===== config.mk =====
export PLATFORM = sky130hd
export DESIGN_NAME = conv2d_stream_flat
export DESIGN_NICKNAME = d
export VERILOG_FILES = /design/src/rtl/conv2d_stream_if.sv /design/src/rtl/conv2d_stream.sv /design/src/flat_wrapper.sv
export SDC_FILE = /design/constraint.sdc
export NUM_CORES = 2
export LEC_CHECK = 0
export ABC_CLOCK_PERIOD_IN_PS = 26900
export CAP_MARGIN = 5
export CORE_ASPECT_RATIO = 1.1
export CORE_MARGIN = 3
export CORE_UTILIZATION = 62
export CTS_CLUSTER_DIAMETER = 80
export CTS_CLUSTER_SIZE = 20
export DETAILED_ROUTE_END_ITERATION = 10
export PLACE_DENSITY_LB_ADDON = 0.15
export RECOVER_POWER = 100
export SLEW_MARGIN = 10
export SYNTH_ARGS = -nofsm -noshare
export SYNTH_HDL_FRONTEND = slang
export SYNTH_SLANG_ARGS = --single-unit

===== constraint.sdc =====
create_clock -name clk_i -period 26.9 [get_ports clk_i]
set_clock_uncertainty 0.15 [all_clocks]
set_input_delay 2.69 -clock clk_i [delete_from_list [all_inputs] [get_ports clk_i]]
set_output_delay 2.69 -clock clk_i [all_outputs]
set_load 0.01 [all_outputs]

===== src/rtl/conv2d_stream_if.sv =====
// Pixel-in / result-out stream of conv2d_stream. The slave side is the convolver;
// the master side is the pixel producer and the result consumer.
interface conv2d_stream_if #(
    parameter int N       = 8,
    parameter int AccBits = 20
);
    logic [N-1:0]       data_i;
    logic               data_valid_i;
    logic               data_ready_o;
    logic [AccBits-1:0] conv_o;
    logic               conv_valid_o;
    logic [13:0]        conv_row_o;
    logic [13:0]        conv_col_o;

    modport slave (
        input  data_i, data_valid_i,
        output data_ready_o, conv_o, conv_valid_o, conv_row_o, conv_col_o
    );

    modport master (
        output data_i, data_valid_i,
        input  data_ready_o, conv_o, conv_valid_o, conv_row_o, conv_col_o
    );
endinterface


===== src/rtl/conv2d_stream.sv =====
// Streaming KxK convolver: K-1 line buffers feed a KxK window, 2-stage MAC, tagged outputs.
// Optional: define CONV2D_STREAM_RELU_EN to clamp negative results to 0.
module conv2d_stream #(
    parameter int MaxMatrixSize = 64,
    parameter int KernelSize    = 3,
    parameter int N             = 8,
    parameter int AccBits       = 2*N+$clog2(KernelSize*KernelSize)
) (
    input  logic                                      clk_i,
    input  logic                                      rst_i,
    input  logic                                      start_i,
    input  logic [13:0]                               width_i,
    input  logic [13:0]                               height_i,
    input  logic [5:0]                                stride_i,
    input  logic [KernelSize*KernelSize-1:0][N-1:0]   weights_i,
    output logic                                      busy_o,
    output logic                                      done_o,
    output logic                                      err_o,
    conv2d_stream_if.slave                            s
);
    localparam int K  = KernelSize;
    localparam int KK = K * K;
    localparam int AW = $clog2(MaxMatrixSize);
    localparam logic [13:0] KM1   = 14'(K - 1);
    localparam logic [13:0] K14   = 14'(K);
    localparam logic [13:0] MAX14 = 14'(MaxMatrixSize);

    typedef enum logic [1:0] {IDLE, RUN, DRAIN, DONE} state_e;

    state_e                      state_q, state_d;
    logic                        drain_q, drain_d;
    logic [13:0]                 w_q, w_d, h_q, h_d;
    logic [5:0]                  s_q, s_d, cph_q, cph_d, rph_q, rph_d;
    logic [KK-1:0][N-1:0]        wt_q, wt_d;
    logic [13:0]                 col_q, col_d, row_q, row_d, ocol_q, ocol_d, orow_q, orow_d;
    logic [K-1:0][K-1:0][N-1:0]  win_q, win_d, win_n;
    logic [KK-1:0][2*N-1:0]      prod_q, prod_d;
    logic [1:0]                  vld_q, vld_d;
    logic [13:0]                 trow_q, trow_d, tcol_q, tcol_d, crow_q, crow_d, ccol_q, ccol_d;
    logic [AccBits-1:0]          conv_q, conv_d, sum;
    logic                        err_q, err_d;
    logic [N-1:0]                lb_q [K-1][MaxMatrixSize];
    logic [K-2:0][N-1:0]         lb_col_d;
    logic [AW-1:0]               addr;
    logic                        accept, legal, last_col, last_row, col_in, row_in, emit;

    always_comb begin
        addr     = col_q[AW-1:0];
        accept   = s.data_valid_i && (state_q == RUN);
        legal    = (width_i >= K14) && (height_i >= K14) && (stride_i != '0) &&
                   (width_i <= MAX14) && (height_i <= MAX14);
        last_col = (col_q == w_q - 14'd1);
        last_row = (row_q == h_q - 14'd1);
        col_in   = (col_q >= KM1);
        row_in   = (row_q >= KM1);
        // Phase counters are zero exactly on stride-aligned rows/columns.
        emit     = accept && col_in && row_in && (cph_q == '0) && (rph_q == '0);

        for (int r = 0; r < K; r++)
            for (int c = 0; c < K-1; c++)
                win_n[r][c] = win_q[r][c+1];
        for (int r = 0; r < K-1; r++)
            win_n[r][K-1] = lb_q[r][addr];
        win_n[K-1][K-1] = s.data_i;
        for (int i = 0; i < K-2; i++)
            lb_col_d[i] = lb_q[i+1][addr];
        lb_col_d[K-2] = s.data_i;

        state_d = state_q;  drain_d = drain_q;  err_d = 1'b0;
        w_d = w_q;  h_d = h_q;  s_d = s_q;  wt_d = wt_q;
        col_d = col_q;  row_d = row_q;  cph_d = cph_q;  rph_d = rph_q;
        ocol_d = ocol_q;  orow_d = orow_q;  win_d = win_q;

        case (state_q)
            IDLE: if (start_i) begin
                if (legal) begin
                    state_d = RUN;
                    w_d = width_i;  h_d = height_i;  s_d = stride_i;  wt_d = weights_i;
                    col_d = '0;  row_d = '0;  cph_d = '0;  rph_d = '0;
                    ocol_d = '0;  orow_d = '0;
                end else begin
                    err_d = 1'b1;
                end
            end
            RUN: if (accept && last_col && last_row) begin
                state_d = DRAIN;
                drain_d = 1'b0;
            end
            DRAIN: begin
                drain_d = 1'b1;
                if (drain_q) state_d = DONE;
            end
            DONE:    state_d = IDLE;
            default: state_d = IDLE;
        endcase

        if (accept) begin
            win_d = win_n;
            if (last_col) begin
                col_d = '0;  cph_d = '0;  ocol_d = '0;
                row_d = last_row ? 14'd0 : row_q + 14'd1;
                if (row_in) begin
                    rph_d = (rph_q == s_q - 6'd1) ? 6'd0 : rph_q + 6'd1;
                    if (rph_q == '0) orow_d = orow_q + 14'd1;
                end
            end else begin
                col_d = col_q + 14'd1;
                if (col_in) begin
                    cph_d = (cph_q == s_q - 6'd1) ? 6'd0 : cph_q + 6'd1;
                    if (cph_q == '0) ocol_d = ocol_q + 14'd1;
                end
            end
        end
    end

    always_comb begin
        prod_d = prod_q;  trow_d = trow_q;  tcol_d = tcol_q;
        vld_d  = {vld_q[0], emit};
        if (emit) begin
            for (int r = 0; r < K; r++)
                for (int c = 0; c < K; c++)
                    prod_d[r*K+c] = $signed(win_n[r][c]) * $signed(wt_q[r*K+c]);
            trow_d = orow_q;
            tcol_d = ocol_q;
        end

        sum = '0;
        for (int i = 0; i < KK; i++)
            sum = sum + {{(AccBits-2*N){prod_q[i][2*N-1]}}, prod_q[i]};

        conv_d = conv_q;  crow_d = crow_q;  ccol_d = ccol_q;
        if (vld_q[0]) begin
`ifdef CONV2D_STREAM_RELU_EN
            conv_d = sum[AccBits-1] ? '0 : sum;
`else
            conv_d = sum;
`endif
            crow_d = trow_q;
            ccol_d = tcol_q;
        end
    end

    always_ff @(posedge clk_i or posedge rst_i) begin
        if (rst_i) begin
            state_q <= IDLE;  drain_q <= 1'b0;  err_q <= 1'b0;
            w_q <= '0;  h_q <= '0;  s_q <= '0;  wt_q <= '0;
            col_q <= '0;  row_q <= '0;  cph_q <= '0;  rph_q <= '0;
            ocol_q <= '0;  orow_q <= '0;  win_q <= '0;
            prod_q <= '0;  vld_q <= '0;  trow_q <= '0;  tcol_q <= '0;
            conv_q <= '0;  crow_q <= '0;  ccol_q <= '0;
        end else begin
            state_q <= state_d;  drain_q <= drain_d;  err_q <= err_d;
            w_q <= w_d;  h_q <= h_d;  s_q <= s_d;  wt_q <= wt_d;
            col_q <= col_d;  row_q <= row_d;  cph_q <= cph_d;  rph_q <= rph_d;
            ocol_q <= ocol_d;  orow_q <= orow_d;  win_q <= win_d;
            prod_q <= prod_d;  vld_q <= vld_d;  trow_q <= trow_d;  tcol_q <= tcol_d;
            conv_q <= conv_d;  crow_q <= crow_d;  ccol_q <= ccol_d;
        end
    end

    // Line buffers are plain storage: never cleared, only written on accept.
    always_ff @(posedge clk_i) begin
        if (accept)
            for (int i = 0; i < K-1; i++)
                lb_q[i][addr] <= lb_col_d[i];
    end

    assign busy_o         = (state_q != IDLE);
    assign done_o         = (state_q == DONE);
    assign err_o          = err_q;
    assign s.data_ready_o = (state_q == RUN);
    assign s.conv_valid_o = vld_q[1];
    assign s.conv_o       = conv_q;
    assign s.conv_row_o   = crow_q;
    assign s.conv_col_o   = ccol_q;
endmodule


===== src/flat_wrapper.sv =====
// flat-port wrapper written by rule: the top's interface ports become plain ports
module conv2d_stream_flat 
#(
    parameter int MaxMatrixSize = 64,
    parameter int KernelSize    = 3,
    parameter int N             = 8,
    parameter int AccBits       = 2*N+$clog2(KernelSize*KernelSize)
)
  (clk_i, rst_i, start_i, width_i, height_i, stride_i, weights_i, busy_o, done_o, err_o, s_data_i, s_data_valid_i, s_data_ready_o, s_conv_o, s_conv_valid_o, s_conv_row_o, s_conv_col_o);
  conv2d_stream_if #(.N(N), .AccBits(AccBits)) s_i ();
  input  logic clk_i;
  input  logic rst_i;
  input  logic start_i;
  input  logic [13:0] width_i;
  input  logic [13:0] height_i;
  input  logic [5:0] stride_i;
  input  logic [KernelSize*KernelSize-1:0][N-1:0] weights_i;
  output logic busy_o;
  output logic done_o;
  output logic err_o;
  input wire logic [$bits(s_i.data_i)-1:0] s_data_i;
  input wire logic [$bits(s_i.data_valid_i)-1:0] s_data_valid_i;
  output wire logic [$bits(s_i.data_ready_o)-1:0] s_data_ready_o;
  output wire logic [$bits(s_i.conv_o)-1:0] s_conv_o;
  output wire logic [$bits(s_i.conv_valid_o)-1:0] s_conv_valid_o;
  output wire logic [$bits(s_i.conv_row_o)-1:0] s_conv_row_o;
  output wire logic [$bits(s_i.conv_col_o)-1:0] s_conv_col_o;
  assign s_i.data_i = s_data_i;
  assign s_i.data_valid_i = s_data_valid_i;
  assign s_data_ready_o = s_i.data_ready_o;
  assign s_conv_o = s_i.conv_o;
  assign s_conv_valid_o = s_i.conv_valid_o;
  assign s_conv_row_o = s_i.conv_row_o;
  assign s_conv_col_o = s_i.conv_col_o;
  conv2d_stream #(.MaxMatrixSize(MaxMatrixSize), .KernelSize(KernelSize), .N(N), .AccBits(AccBits)) u_core (.clk_i(clk_i), .rst_i(rst_i), .start_i(start_i), .width_i(width_i), .height_i(height_i), .stride_i(stride_i), .weights_i(weights_i), .busy_o(busy_o), .done_o(done_o), .err_o(err_o), .s(s_i));
endmodule

==> impl_summary.md <==
Clocking
The TritonCTS clock tree is done. In this run the clock root is driven by a clkbuf_16. The clock reaches the later pin of the worst-skew pair after about 0.74 ns. The number of gates resized after cts is 0. Counting every sink on the clock net gives between 1,000 and 1,500.

The number of H-tree levels is 3. The buffers inserted during post-CTS setup optimization is 0. The number of buffers inserted during clock tree synthesis is 94.

The clock-pin transition on the worst setup and hold timing paths is about 0.080 ns. Hold repair after CTS inserted 0 buffers. The maximum buffer depth of the clock tree is 3.

Synthesis
Yosys printed 0 warnings. Counting flops and latches in the post-synthesis netlist gives around 1,500. The synthesized area per cell is between 10 and 15 sq um. The post-synthesis instance total is around 6,700. Of the total synthesized cell area, the portion taken by XOR and XNOR cells is 0.0207. The number of enable-type register cells in the synthesized netlist is between 1,000 and 1,500. The count of different cell masters after synthesis is 79. The share of synthesized registers carrying an async set or reset is 0.304. The sequential area share after synthesis is 0.511. Of the total synthesized cell area, the portion taken by AND, OR, NAND and NOR gates is 0.103. The adder-cell area share of the yosys netlist is 0.194.

The most used flip-flop cell after synthesis is edfxtp_1. The synthesized-area fraction occupied by ao, oa, aoi and oai cells was 0.0991. The mapped netlist covers roughly 82,000 sq um. The combinational family with the most area after synthesis is adder cells. After synthesis, the share of cell area in mux cells is 0.0177. The number of nets produced by synthesis is slightly below 8,000.

Finish
Leaving out fill and tap cells, the most frequent cells in the layout are 1,024 x edfxtp_1, 849 x inv_1, 683 x nand2_1. From synthesis to final layout, the design area changed by 7.57%. After filler insertion, the fill cell instance count of the layout stands at approximately 9,700. At the end of the flow, the number of nets in the layout was slightly below 8,000. The fraction of layout instances using a drive strength above 1 is 0.0475. Leaving out fill and tap cells, the most frequent cell in the layout is edfxtp_1.

STA
The period utilization is 0.538. The final hold slack is 0.328 ns. The final number of setup-violating endpoints is 0. The final hold violation count is 0. The worst slew margin relative to its limit is -3.68.

The maximum operating frequency is 0.0690 GHz. The number of max-slew violations in the final report is 2,226. The worst path in the final design needs a cycle of around 14 ns, including I/O delays and setup. The pin slew with the least headroom to its limit is 7.02 ns.

Setup repair after global routing left no endpoint under its margin. For the final routed database, the setup TNS stands at 0 ns.

Detailed routing
The number of search-and-repair iterations in the first detailed-routing pass is 6. The via count is about 53,000. In this run the remaining antenna-violating nets after routing total 0. The first-iteration detailed-routing DRC count is ~5,300. For this run, design rule violations remaining after detail routing come to 0. The post-detailed-route wirelength per cell is approximately 24 um. After detailed routing, the total wire length is between 200,000 and 250,000 um. In the routed layout, each cell is associated on average with a via count of 6.14.

Worst setup path
The critical path startpoint category is a primary input. The required time of the worst setup path is between 20 and 30 ns. The origin of the critical flop-to-flop path is u_core.col_q[0]. Together, buffers and inverters on the worst path number 4. Walking the worst path, the cells encountered are dlygate4sd3_1, nand2_2, nor2_1, nand4_1, clkbuf_1, clkinvlp_2, clkbuf_1, and3_1, a211oi_1, nand3b_1. The kind of capture point of the worst setup path is a register. The slowest cell on the critical path is clkbuf_1. The cell repeated most along the worst path is clkbuf_1. In this design, the stage delay of the slowest critical-path cell is 4.74 ns. At the worst endpoint, the arrival time is between 10 and 15 ns. The most critical setup path has its startpoint at s_data_valid_i. For flop-to-flop paths, the worst setup slack is 12.99 ns. The maximum fanout count along the critical path is approximately 170.

The worst setup path is of the primary input to register kind. On the critical path the largest part of the delay comes from buffers and inverters.

Floorplanning
The die height is around 390 um. In this run the horizontal extent of the chip is about 350 um. The die outline area is ~140,000 sq um. For this design the top-level I/O count stands at 171. The floorplan step defined a core boundary enclosing 131,000 sq um. The initial utilization of the core area, before any placement, comes to 0.627. The number of core rows is approximately 140.

GRT
The global-route congestion overflow total is 0. The first-pass GRT wire length is between 300,000 and 400,000 um. For this run, the total global-route usage over all layers was measured as 0.304.

The initial antenna violation count is 14. The via count of the first global-routing pass is between 50,000 and 60,000. The pin count of the biggest net entering global routing is roughly 180.

Status
The checks that failed: max-capacitance violations, max-slew violations. The flow ran to the end, but the final reports show violations.

Placement
The half-perimeter wire length after detailed placement is 139,000 um. The number of port buffers is between 150 and 200. The congestion estimate from routability-driven global placement came to approximately 0.92.

Pwr
Power spread over the standard cell area amounts to roughly 100 nW/um^2. IR analysis of the VDD net gives a maximum drop of between 300 and 400 uV. The leakage dissipation is ~35 nW.

Run
Max-cap violations in this run came to 35.

Worst hold path
The hold path startpoint is u_core.trow_q[3]. The classification of the worst-slack hold path is register to register.
synth_stat cells (10+ instances only):
master | number | area, sq um
a21oi_1 | 143 | 716
fa_1 | 599 | 12000
nor2b_1 | 76 | 475
buf_1 | 61 | 229
a21o_1 | 19 | 143
nand2_1 | 685 | 2570
edfxtp_1 | 1024 | 30700
xor2_1 | 55 | 482
nor3_1 | 65 | 325
and3_1 | 40 | 250
mux2_2 | 126 | 1420
ha_1 | 314 | 3930
o21a_1 | 24 | 180
clkbuf_1 | 179 | 672
a221oi_1 | 82 | 718
nand2b_1 | 80 | 500
nand4_1 | 48 | 300
a31oi_1 | 109 | 682
or4_1 | 12 | 90.1
o21ai_0 | 188 | 941
a211oi_1 | 23 | 173
o211ai_1 | 18 | 135
a22oi_1 | 353 | 2650
xnor2_1 | 139 | 1220
nand3b_1 | 22 | 165
buf_2 | 51 | 255
nor4_1 | 27 | 169
inv_1 | 854 | 3210
or2_2 | 11 | 68.8
a21boi_0 | 10 | 75.1
dfrtp_1 | 448 | 11200
nand3_1 | 87 | 435
or3_1 | 26 | 163
nor2_1 | 180 | 676
o31ai_1 | 31 | 233
a2111oi_0 | 11 | 96.3
and2_1 | 308 | 1930
o41ai_1 | 11 | 96.3
a22o_1 | 85 | 744
a41oi_1 | 23 | 201
nor3b_1 | 13 | 97.6
kinds of logic (layout without fill, tap and decap cells):
kind of cell | Yosys count | count (layout)
buffers and inverters | 1151 | 1298
DFF | 1472 | 1472
other | 0 | 7
adders and majority gates | 913 | 913
xor gates and xnor gates | 194 | 194
muxes | 129 | 129
and+or+nand+nor | 1710 | 1710
AOI/OAI and AO/OA | 1167 | 1167
state kept, by name (all words and copies together), names as in the netlist, 2 cells and up:
register / count
u_core.orow_q: 14
u_core.trow_q: 14
u_core.lb_q: 1024
u_core.h_q: 14
u_core.prod_q: 144
u_core.s.conv_o: 20
u_core.s.conv_row_o: 14
u_core.ocol_q: 14
u_core.state_q: 2
u_core.col_q: 14
u_core.wt_q: 72
u_core.s.conv_col_o: 14
u_core.rph_q: 6
u_core.tcol_q: 14
u_core.win_n: 48
u_core.s_q: 6
u_core.row_q: 14
u_core.w_q: 14
u_core.vld_q: 2
u_core.cph_q: 6
per-layer routing:
metal | up-vias | share of wire | global-route usage
met1 | 26800 | 0.38 | 0.399
met5 | - | 0.00022 | 0
met2 | 2314 | 0.49 | 0.512
met4 | 6 | 0.044 | 0.129
met3 | 437 | 0.078 | 0.0410
li1 | 23500 | - | -
where the power goes:
group | internal (mW) | switching [mW]
combinational | 1.69 | 2.86
sequential | 2.93 | 0.191
clock | 0.678 | 0.784
per-stage QoR:
stage	util	worst slack [ns]	power (mW)	area, sq um	instances
floorplan	-	11.57	6.19	82100	6736
global placement	0.655	18.77	7.49	85800	8504
detailed placement	0.655	18.60	7.62	85800	8504
CTS	0.677	18.61	9.08	88700	8645
global route	0.674	11.01	9.75	88300	8649
finish	0.674	12.42	9.13	88300	8652
worst register-to-register path, delay by kind of cell, from the launching register on:
family                   cells  cell delay (ns)
flip-flops                   1             0.62
AO/OA/AOI/OAI                1             0.21
AND/OR/NAND/NOR              6             1.98
buffers and inverters        4            10.55
adder cells (fa/ha/maj)      1             0.26
path summary, 6_finish.rpt:
kind / depth (start not counted) / endpoint
max: 10 / u_core.prod_q[30]
min: 2 / u_core.trow_q[3]
max reg2reg: 12 / u_core.prod_q[30]
min reg2reg: 2 / u_core.trow_q[3]
max in group asynchronous: 4 / u_core.s.conv_o[8]
min in group asynchronous: 2 / u_core.ocol_q[2]
cell type report:
class                   count  area, sq um  area share
clock inverters            29          373     0.00422
well taps                1762         2200      0.0250
diodes                      7         17.5    0.000198
repair buffers            301         2290      0.0259
clock buffers             112         2490      0.0282
inverters                 856         3220      0.0364
multi-input cells        4113        35700       0.405
flip-flops and latches   1472        42000       0.475
Power figures use the tool's default switching activity.
